`src/rtl/seg7_scan_ctrl.sv`:
```
// seg7_scan_ctrl: time-multiplexed driver for a 4-digit common-anode
// 7-segment display. Each digit slot starts with a blanking guard, and new
// values are double-buffered so they only take effect at frame boundaries.
module seg7_scan_ctrl #(
  parameter int CLK_HZ     = 100_000_000,
  parameter int REFRESH_HZ = 1000,
  parameter int BLANK_CYC  = 64
) (
  input  logic        CLK_100MHz,
  input  logic        n_rst,
  input  logic [15:0] data_in,
  input  logic [3:0]  dp_in,
  input  logic [3:0]  dig_en_in,
  input  logic        load,
  output logic        pending,
  output logic        frame_tick,
  output logic [6:0]  SEG,
  output logic [3:0]  AN,
  output logic        DP
);

  // Cycles per digit slot; a frame is four slots.
  localparam int SLOT = CLK_HZ / REFRESH_HZ;
  localparam int CW   = (SLOT > 1) ? $clog2(SLOT) : 1;
  localparam logic [CW-1:0] SLOT_LAST  = CW'(SLOT - 1);
  localparam logic [CW-1:0] BLANK_LAST = CW'(BLANK_CYC - 1);

  typedef enum logic {
    ST_BLANK = 1'b0,
    ST_SHOW  = 1'b1
  } state_e;

  // Scan position and FSM state
  logic [CW-1:0] cnt_q, cnt_d;
  logic [1:0]    idx_q, idx_d;
  state_e        state_q;

  // Double buffer: pending (written by load) and active (what is shown)
  logic [15:0] pend_data_q;
  logic [3:0]  pend_dp_q;
  logic [3:0]  pend_en_q;
  logic        pending_q;
  logic [15:0] act_data_q;
  logic [3:0]  act_dp_q;
  logic [3:0]  act_en_q;

  // Registered pin drivers
  logic [6:0] seg_q;
  logic [3:0] an_q;
  logic       dp_q;
  logic       frame_tick_q;

  // Combinational helpers
  logic       slot_wrap;
  logic       boundary;
  logic [3:0] nibble;
  logic [6:0] seg_dec;
  logic       show_lit;

  assign slot_wrap = (cnt_q == SLOT_LAST);
  assign boundary  = slot_wrap && (idx_q == 2'd3);
  assign show_lit  = (state_q == ST_SHOW) && act_en_q[idx_q];

  // Next slot position: count within the slot, step the digit on wrap
  always_comb begin
    cnt_d = cnt_q + CW'(1);
    idx_d = idx_q;
    if (slot_wrap) begin
      cnt_d = '0;
      idx_d = idx_q + 2'd1;
    end
  end

  // Hex to active-low {g,f,e,d,c,b,a} for the digit currently being scanned
  always_comb begin
    nibble = act_data_q[{idx_q, 2'b00} +: 4];
    unique case (nibble)
      4'h0: seg_dec = 7'h40;
      4'h1: seg_dec = 7'h79;
      4'h2: seg_dec = 7'h24;
      4'h3: seg_dec = 7'h30;
      4'h4: seg_dec = 7'h19;
      4'h5: seg_dec = 7'h12;
      4'h6: seg_dec = 7'h02;
      4'h7: seg_dec = 7'h78;
      4'h8: seg_dec = 7'h00;
      4'h9: seg_dec = 7'h10;
      4'hA: seg_dec = 7'h08;
      4'hB: seg_dec = 7'h03;
      4'hC: seg_dec = 7'h46;
      4'hD: seg_dec = 7'h21;
      4'hE: seg_dec = 7'h06;
      default: seg_dec = 7'h0E;
    endcase
  end

  // Scan FSM with registered outputs; pins follow (idx, cnt) by one cycle
  always_ff @(posedge CLK_100MHz or negedge n_rst) begin
    if (!n_rst) begin
      cnt_q        <= '0;
      idx_q        <= 2'd0;
      state_q      <= ST_BLANK;
      seg_q        <= 7'h7F;
      an_q         <= 4'hF;
      dp_q         <= 1'b1;
      frame_tick_q <= 1'b0;
    end else begin
      cnt_q        <= cnt_d;
      idx_q        <= idx_d;
      frame_tick_q <= boundary;
      if (slot_wrap) begin
        state_q <= ST_BLANK;
      end else if (cnt_q == BLANK_LAST) begin
        state_q <= ST_SHOW;
      end
      // Only one anode can ever be driven: the one selected by idx
      if (show_lit) begin
        an_q  <= ~(4'b0001 << idx_q);
        seg_q <= seg_dec;
        dp_q  <= ~act_dp_q[idx_q];
      end else begin
        an_q  <= 4'hF;
        seg_q <= 7'h7F;
        dp_q  <= 1'b1;
      end
    end
  end

  // Double buffer: last load wins; active copy swaps only at the frame boundary
  always_ff @(posedge CLK_100MHz or negedge n_rst) begin
    if (!n_rst) begin
      pend_data_q <= 16'h0000;
      pend_dp_q   <= 4'h0;
      pend_en_q   <= 4'h0;
      pending_q   <= 1'b0;
      act_data_q  <= 16'h0000;
      act_dp_q    <= 4'h0;
      act_en_q    <= 4'h0;
    end else begin
      // The swap reads the old pending copy, so a load on the boundary
      // cycle lands in pending for the following frame.
      if (boundary && pending_q) begin
        act_data_q <= pend_data_q;
        act_dp_q   <= pend_dp_q;
        act_en_q   <= pend_en_q;
      end
      if (load) begin
        pend_data_q <= data_in;
        pend_dp_q   <= dp_in;
        pend_en_q   <= dig_en_in;
        pending_q   <= 1'b1;
      end else if (boundary) begin
        pending_q <= 1'b0;
      end
    end
  end

  assign pending    = pending_q;
  assign frame_tick = frame_tick_q;
  assign SEG        = seg_q;
  assign AN         = an_q;
  assign DP         = dp_q;

endmodule

```
`config.mk`:
```
export PLATFORM = sky130hd
export DESIGN_NAME = seg7_scan_ctrl
export DESIGN_NICKNAME = d
export VERILOG_FILES = /design/src/rtl/seg7_scan_ctrl.sv
export SDC_FILE = /design/constraint.sdc
export NUM_CORES = 1
export LEC_CHECK = 0
export CAP_MARGIN = 25
export CORE_ASPECT_RATIO = 1.25
export CORE_MARGIN = 3
export CORE_UTILIZATION = 60
export CTS_CLUSTER_DIAMETER = 80
export DETAILED_ROUTE_END_ITERATION = 8
export HOLD_SLACK_MARGIN = 0.1
export PLACE_DENSITY = 0.84
export SKIP_CTS_REPAIR_TIMING = 1
export SYNTH_ARGS = -nofsm -noshare
export SYNTH_HDL_FRONTEND = slang
export SYNTH_SLANG_ARGS = --single-unit
```
`constraint.sdc`:
```
create_clock -name CLK_100MHz -period 6.1 [get_ports CLK_100MHz]
set_input_delay 0.61 -clock CLK_100MHz [delete_from_list [all_inputs] [get_ports CLK_100MHz]]
set_output_delay 0.61 -clock CLK_100MHz [all_outputs]
set_load 0.02 [all_outputs]
```
==> results of run 1 <==
-- cells in the mapped netlist (5+ instances only) --
library cell   n
mux2_2        30
nand4_1        5
mux4_2         6
clkbuf_1       5
dfrtp_1       70
a21oi_1        5
xnor2_1        9
inv_1         12
dfstp_2       12
mux2_4        20
ha_1          11
xor2_1         5
nand2_1       16
nor3_1         5
nor2_1        12
-- flip-flops by register name, summed over array words and instances (netlist names), 2 cells and up --
| register | count |
|---|---|
| pend_dp_q | 4 |
| act_dp_q | 4 |
| act_en_q | 4 |
| idx_q | 2 |
| SEG | 7 |
| AN | 4 |
| act_data_q | 16 |
| cnt_q | 17 |
| pend_en_q | 4 |
| pend_data_q | 16 |
-- metal layers --
metal / up-vias / wire length (um) / GRT usage
met5: - / 0 / 0
met4: 0 / 128 / 0.0801
met3: 13 / 254 / 0.0568
met2: 59 / 3000 / 0.298
met1: 1088 / 2650 / 0.245
li1: 1016 / - / -
-- layout make-up --
type                            count  area, sq um  area share
Tap cell                           82          103      0.0235
Clock inverter                      3         40.0     0.00917
Sequential cell                    82         2070       0.473
Timing Repair Buffer               44          468       0.107
Inverter                           12         45.0      0.0103
Multi-Input combinational cell    161         1500       0.343
Clock buffer                       12          145      0.0332
-- kinds of logic (layout without fill, tap and decap cells) --
| logic type | after synthesis | count (layout) | synth area share |
|---|---|---|---|
| fa+ha+maj | 11 | 11 | 0.0375 |
| simple gates | 61 | 61 | 0.0909 |
| xor+xnor | 14 | 14 | 0.0334 |
| buf+inv | 23 | 71 | 0.0296 |
| mux | 58 | 58 | 0.216 |
| compound gates | 17 | 17 | 0.0303 |
| flops | 82 | 82 | 0.562 |
-- power by group through the flow --
stage               registers (W)  logic (W)  clock network (W)
global placement         0.000578  0.0000470                  0
floorplan                0.000575  0.0000198                  0
finish                   0.000569  0.0000516           0.000372
global route             0.000570  0.0000570           0.000408
detailed placement       0.000579  0.0000487                  0
CTS                      0.000569  0.0000488           0.000381
-- through the flow --
stage          utilization  worst slack (ns)  instance area, sq um  std cells  hold WS, ns
2_1_floorplan            -              4.08                  3670        266        0.314
3_3_place_gp         0.703              3.56                  4120        378        0.468
3_5_place_dp         0.705              3.71                  4130        379        0.485
4_1_cts              0.736              3.77                  4310        394        0.465
5_1_grt              0.746              3.68                  4370        396        0.206
6_report             0.746              3.78                  4370        396        0.204
-- cells in the final DEF (no fill, tap or decap), types with 2 or more instances in the layout --
| master | Yosys | final |
|---|---|---|
| clkbuf_8 | 0 | 10 |
| clkinv_2 | 0 | 2 |
| dfrtp_1 | 70 | 70 |
| nor2b_1 | 2 | 2 |
| and3_1 | 2 | 2 |
| buf_4 | 1 | 3 |
| ha_1 | 11 | 11 |
| nand4_1 | 5 | 5 |
| or2_2 | 2 | 2 |
| clkbuf_1 | 5 | 2 |
| nor4_1 | 2 | 2 |
| nor3_1 | 5 | 5 |
| nand2b_1 | 2 | 2 |
| a21oi_1 | 5 | 5 |
| nand3_1 | 4 | 4 |
| o21ai_0 | 2 | 2 |
| mux2_2 | 30 | 30 |
| inv_1 | 12 | 12 |
| xnor2_1 | 9 | 9 |
| mux2_4 | 20 | 20 |
| mux4_2 | 6 | 6 |
| nand2_1 | 16 | 16 |
| xor2_1 | 5 | 5 |
| nor2_1 | 12 | 12 |
| dfstp_2 | 12 | 12 |
| clkdlybuf4s50_1 | 0 | 39 |
| o221ai_1 | 4 | 4 |
| buf_16 | 0 | 2 |
| mux2i_1 | 2 | 2 |
-- how the worst max path moves through the flow --
stage	from	end	slack [ns]
finish	cnt_q[0]	act_en_q[3]	3.78
global route	cnt_q[0]	act_en_q[0]	3.68
CTS	cnt_q[0]	act_en_q[3]	3.77
detailed placement	load	pend_data_q[12]	3.71
global placement	cnt_q[0]	idx_q[1]	3.56
floorplan	cnt_q[0]	act_data_q[0]	4.08
==> reports/qor.csv, run 1 <==
stage,metric,value,unit
global_routing,number of global-route vias before repair,2250,
detailed_routing,antenna violation net count after detailed routing,0,
die,initial core utilization,0.627,
logic_synthesis,"FFs w/ async S/R, synth",1.00,
logic_synthesis,Post-synth EDFFs,0,
critical_path,Crit path largest cell delay,0.42,ns
layout,ant diodes,0,
critical_path,flop-to-flop setup slack,3.78,ns
clock_network,CTS root buffer,clkbuf_8,
logic_synthesis,leading area contributor after synthesis,dfrtp_1,
pwr,Net Sw Power,0.000203,W
detailed_routing,initial DRC count,98,
placement,number of port buffers,40,
layout,FILL cells,377,
layout,# nets final,348,
logic_synthesis,"Primary FF master, synth",dfrtp_1,
global_routing,gr ovfl total,0,
critical_path,crit path max fanout,24,
pwr,Clock Power Share,0.375,
sta,max-slew violations,0,
pwr,Net Sw Frac,0.205,
run,max-cap violations,0,
sta,Fin. Hold Viols,0,
logic_synthesis,Post-Syn Nets,304,
clock_network,Clock H-tree levels,3,
logic_synthesis,Post-Syn Instances,266,
hold_path,Hold Path Class,input port to async pin,
critical_path,Critical Path RT,6.33,ns
sta,RSZ-0062 raised after global routing,no,
detailed_routing,Routed WL per cell,15.2,um
die,Die W,76.0,um
outcome,status,"finished, final reports clean",
sta,setup_tns,0,ns
critical_path,CP cell instances,ha_1 -> and4_1 -> nand2_4 -> nor4_4 -> buf_4 -> mux2_2,
sta,Final Setup Violations,0,
placement,Final Wtd Congestion,0.861,
detailed_routing,Pre-Repair DR Iteration Count,5,
die,full die area,7110,sq um
pwr,maximum VDD drop,188,uV
global_routing,gr usage total,0.189,
clock_network,CTS tree,built,
global_routing,largest net degree at the start of global routing,83,
detailed_routing,drt total wl,6040,um
critical_path,CP startpoint kind,flop,
die,Rows,31,
clock_network,"Clk Latency, worst-skew pair",0.34,ns
logic_synthesis,Post-Syn Area per Cell,13.8,sq um
logic_synthesis,synthesized flop and latch total,82,
pwr,cell-internal power,0.000789,W
critical_path,critical path endpoint category,flop,
pwr,sequential share of power,0.573,
critical_path,FF-to-FF Start,cnt_q[0],
pwr,Pwr Density,227,nW/um^2
clock_network,CTS sink cnt,82,
sta,max_slew headroom,0.645,
logic_synthesis,"Seq/Total Area, Yosys",0.562,
clock_network,Clock Path Buffers,2,
logic_synthesis,warnings from Yosys,0,
logic_synthesis,"top cells by area, synth","dfrtp_1, mux2_2, dfstp_2, mux2_4, ha_1",
die,IO Pins,41,
sta,Clock Skews,0.00853,ns
clock_network,clk slew on worst S/H paths,0.08,ns
logic_synthesis,post-synth cell types,42,
critical_path,worst setup path category,flop to flop,
critical_path,Worst R2R Path Depth,6,
pwr,P_leak,1.88,nW
critical_path,crit path DAT,2.55,ns
global_routing,initial antenna violation count,0,
logic_synthesis,synthesized area,3670,sq um
global_routing,first-pass GRT wire length,10400,um
pwr,Tot Pwr,0.000992,W
placement,dpl hpwl,4070,um
critical_path,WP buf/inv,1,
clock_network,CTS buffer count,9,
layout,layout cells sized above 1,0.296,
critical_path,Worst path depth,6,
sta,Least-Margin Pin Slew,0.528,ns
die,Core ar.,5860,sq um
layout,Area Overhead vs Synth,18.8,%
sta,Max Freq,0.431,GHz
pwr,Comb power frac,0.052,
sta,min cycle time layout,2.32,ns
critical_path,Critical R2R Capture,act_en_q[3],
detailed_routing,drt drc,0,
die,die height,93.5,um
logic_synthesis,Synth top area share,0.477,
detailed_routing,post-DR vias/cell,5.49,
sta,crit share post-route,0.380,
critical_path,Top Family by Delay on Critical Path,simple AND/OR/NAND/NOR gates,
critical_path,slowest CP cell,buf_4,
detailed_routing,total number of vias,2176,
No activity file was read; power rests on OpenSTA's default activity.
==> run 2, diff against run 1 <==
--- a/config.mk
+++ b/config.mk
@@ -8,11 +8,11 @@
 export CAP_MARGIN = 25
 export CORE_ASPECT_RATIO = 1.25
 export CORE_MARGIN = 3
-export CORE_UTILIZATION = 60
+export CORE_UTILIZATION = 56
 export CTS_CLUSTER_DIAMETER = 80
 export DETAILED_ROUTE_END_ITERATION = 8
 export HOLD_SLACK_MARGIN = 0.1
-export PLACE_DENSITY = 0.84
+export PLACE_DENSITY = 0.79
 export SKIP_CTS_REPAIR_TIMING = 1
 export SYNTH_ARGS = -nofsm -noshare
 export SYNTH_HDL_FRONTEND = slang
==> constraint.sdc (replaced) <==
create_clock -name CLK_100MHz -period 2.18 [get_ports CLK_100MHz]
set_input_delay 0.218 -clock CLK_100MHz [delete_from_list [all_inputs] [get_ports CLK_100MHz]]
set_output_delay 0.218 -clock CLK_100MHz [all_outputs]
set_load 0.02 [all_outputs]
==> reports/qor.csv, run 2 (synthesized netlist as in run 1, its figures left out) <==
stage,metric,value,unit,change
global_routing,largest net degree at the start of global routing,49,,-41%
sta,Fin. Hold Viols,0,,unchanged
layout,layout cells sized above 1,0.312,,+0.0153
global_routing,gr ovfl total,0,,unchanged
critical_path,CP startpoint kind,flop,,
die,Die W,78.5,um,+3.2%
sta,Clock Skews,0.00587,ns,-0.00266 ns
layout,"commonest non-fill, non-tap cell in the layout",dfrtp_1,,
hold_path,Hold Path Class,input port to async pin,,
pwr,P_leak,1.91,nW,+1.8%
clock_network,CTS sink cnt,82,,unchanged
detailed_routing,post-DR vias/cell,5.40,,-1.7%
layout,# nets final,354,,+1.7%
clock_network,Clock Path Buffers,2,,unchanged
layout,ant diodes,0,,unchanged
critical_path,worst setup path category,flop to flop,,
sta,max_slew headroom,0.696,,+0.0513
sta,setup_tns,0,ns,unchanged
sta,max-slew violations,0,,unchanged
critical_path,Critical Path Start,cnt_q[0],,
critical_path,FF-to-FF Start,cnt_q[0],,
clock_network,"Clk Latency, worst-skew pair",0.35,ns,about the same
die,Core ar.,6290,sq um,+7.3%
clock_network,Clock H-tree levels,3,,unchanged
layout,Largest Register,cnt_q,,
pwr,maximum VDD drop,747,uV,+300%
detailed_routing,total number of vias,2194,,+0.83%
sta,"Worst Setup Slack, final",0.144,ns,-3.64 ns
die,full die area,7580,sq um,+6.6%
layout,top flop regs,"cnt_q: 17 flops, act_data_q: 16 flops, pend_data_q: 16 flops",,
global_routing,number of global-route vias before repair,2236,,-0.62%
global_routing,gr usage total,0.186,,-0.00305
detailed_routing,drt total wl,6280,um,+4.1%
layout,Area Overhead vs Synth,20.7,%,
sta,Least-Margin Pin Slew,0.451,ns,-0.0770 ns
layout,Largest register FFs,17,,unchanged
global_routing,first-pass GRT wire length,10700,um,+2.8%
critical_path,crit path DAT,2.27,ns,-0.28 ns
critical_path,critical path endpoint category,flop,,
placement,DP Worst Slack,0.162,ns,-3.54 ns
clock_network,CTS root buffer,clkbuf_8,,
detailed_routing,drt drc,0,,unchanged
global_routing,initial antenna violation count,0,,unchanged
placement,dpl hpwl,4400,um,+8.0%
pwr,Pwr Density,661,nW/um^2,+190%
outcome,status,"finished, final reports clean",,
clock_network,CTS tree,built,,
sta,min cycle time layout,2.04,ns,-0.282 ns
detailed_routing,Pre-Repair DR Iteration Count,4,,-1
detailed_routing,Routed WL per cell,15.5,um,+1.5%
detailed_routing,antenna violation net count after detailed routing,0,,unchanged
clock_network,clk slew on worst S/H paths,0.08,ns,about the same
sta,Max Freq,0.491,GHz,+14%
run,max-cap violations,0,,unchanged
layout,FILL cells,469,,+24%
detailed_routing,initial DRC count,170,,+73%
clock_network,CTS buffer count,9,,unchanged
layout,multi-input logic area,1500,sq um,unchanged
die,initial core utilization,0.585,,-0.0428
sta,crit share post-route,0.934,,+0.554
die,Rows,32,,+3.2%
layout,Reg area,2070,sq um,unchanged
critical_path,Critical Path RT,2.42,ns,-3.91 ns
die,IO Pins,41,,unchanged
sta,Final Setup Violations,0,,unchanged
placement,number of port buffers,40,,unchanged
placement,Final Wtd Congestion,0.902,,+4.8%
layout,"commonest non-fill, non-tap cells in the layout","dfrtp_1, clkdlybuf4s50_1, mux2_2, mux2_4, nand2_1",,
die,die height,96.6,um,+3.3%
critical_path,crit path max fanout,24,,unchanged
sta,RSZ-0062 raised after global routing,no,,
==> run 2: final timing paths <==
| path | end | slack [ns] | depth (start not counted) |
|---|---|---|---|
| max in group asynchronous | SEG[5] | 1.16 | 3 |
| min reg2reg | cnt_q[0] | 0.51 | 1 |
| max reg2reg | act_data_q[15] | 0.14 | 6 |
| min in group CLK_100MHz | pend_dp_q[3] | 0.47 | 2 |
| max | act_data_q[15] | 0.14 | 6 |
| min | pend_data_q[0] | 0.37 | 2 |
==> run 2: through the flow <==
step / power, W / instance area (sq um) / std cells / utilization / hold slack, ns
after global placement: 0.00176 / 4210 / 389 / 0.669 / 0.199
after detailed placement: 0.00176 / 4210 / 389 / 0.669 / 0.204
after global routing: 0.00304 / 4440 / 406 / 0.706 / 0.405
after CTS: 0.00295 / 4430 / 405 / 0.704 / -0.183
after floorplan: 0.00167 / 3670 / 266 / - / -0.0776
final: 0.00293 / 4440 / 406 / 0.706 / 0.369
==> run 2: cell type report <==
cell class,instances,area share
Sequential cell,82,0.466
Multi-Input combinational cell,161,0.338
Clock inverter,6,0.0203
Inverter,12,0.0102
Clock buffer,10,0.0288
Tap cell,85,0.0240
Timing Repair Buffer,50,0.113
==> run 2: worst max-delay path, stage by stage (launching register included) <==
cell,delay (ns)
dfrtp_1,0.40
ha_1,0.22
and4_1,0.28
nand2_4,0.09
nor4_4,0.34
buf_12,0.24
mux2_2,0.35
==> run 2: metal layers <==
metal  vias to the layer above  global-route usage  wire, um
li1                       1039                   -         -
met2                        62               0.297      3030
met4                         0               0.109       202
met5                         -                   0         0
met1                      1073               0.239      2810
met3                        20              0.0343       243
==> run 2: report_power, final <==
part	internal, W	total, W	leakage (nW)	switching, W
Clock	0.000649	0.00120	0.107	0.000550
Sequential	0.00157	0.00159	1.03	0.0000253
Combinational	0.0000865	0.000140	0.776	0.0000531
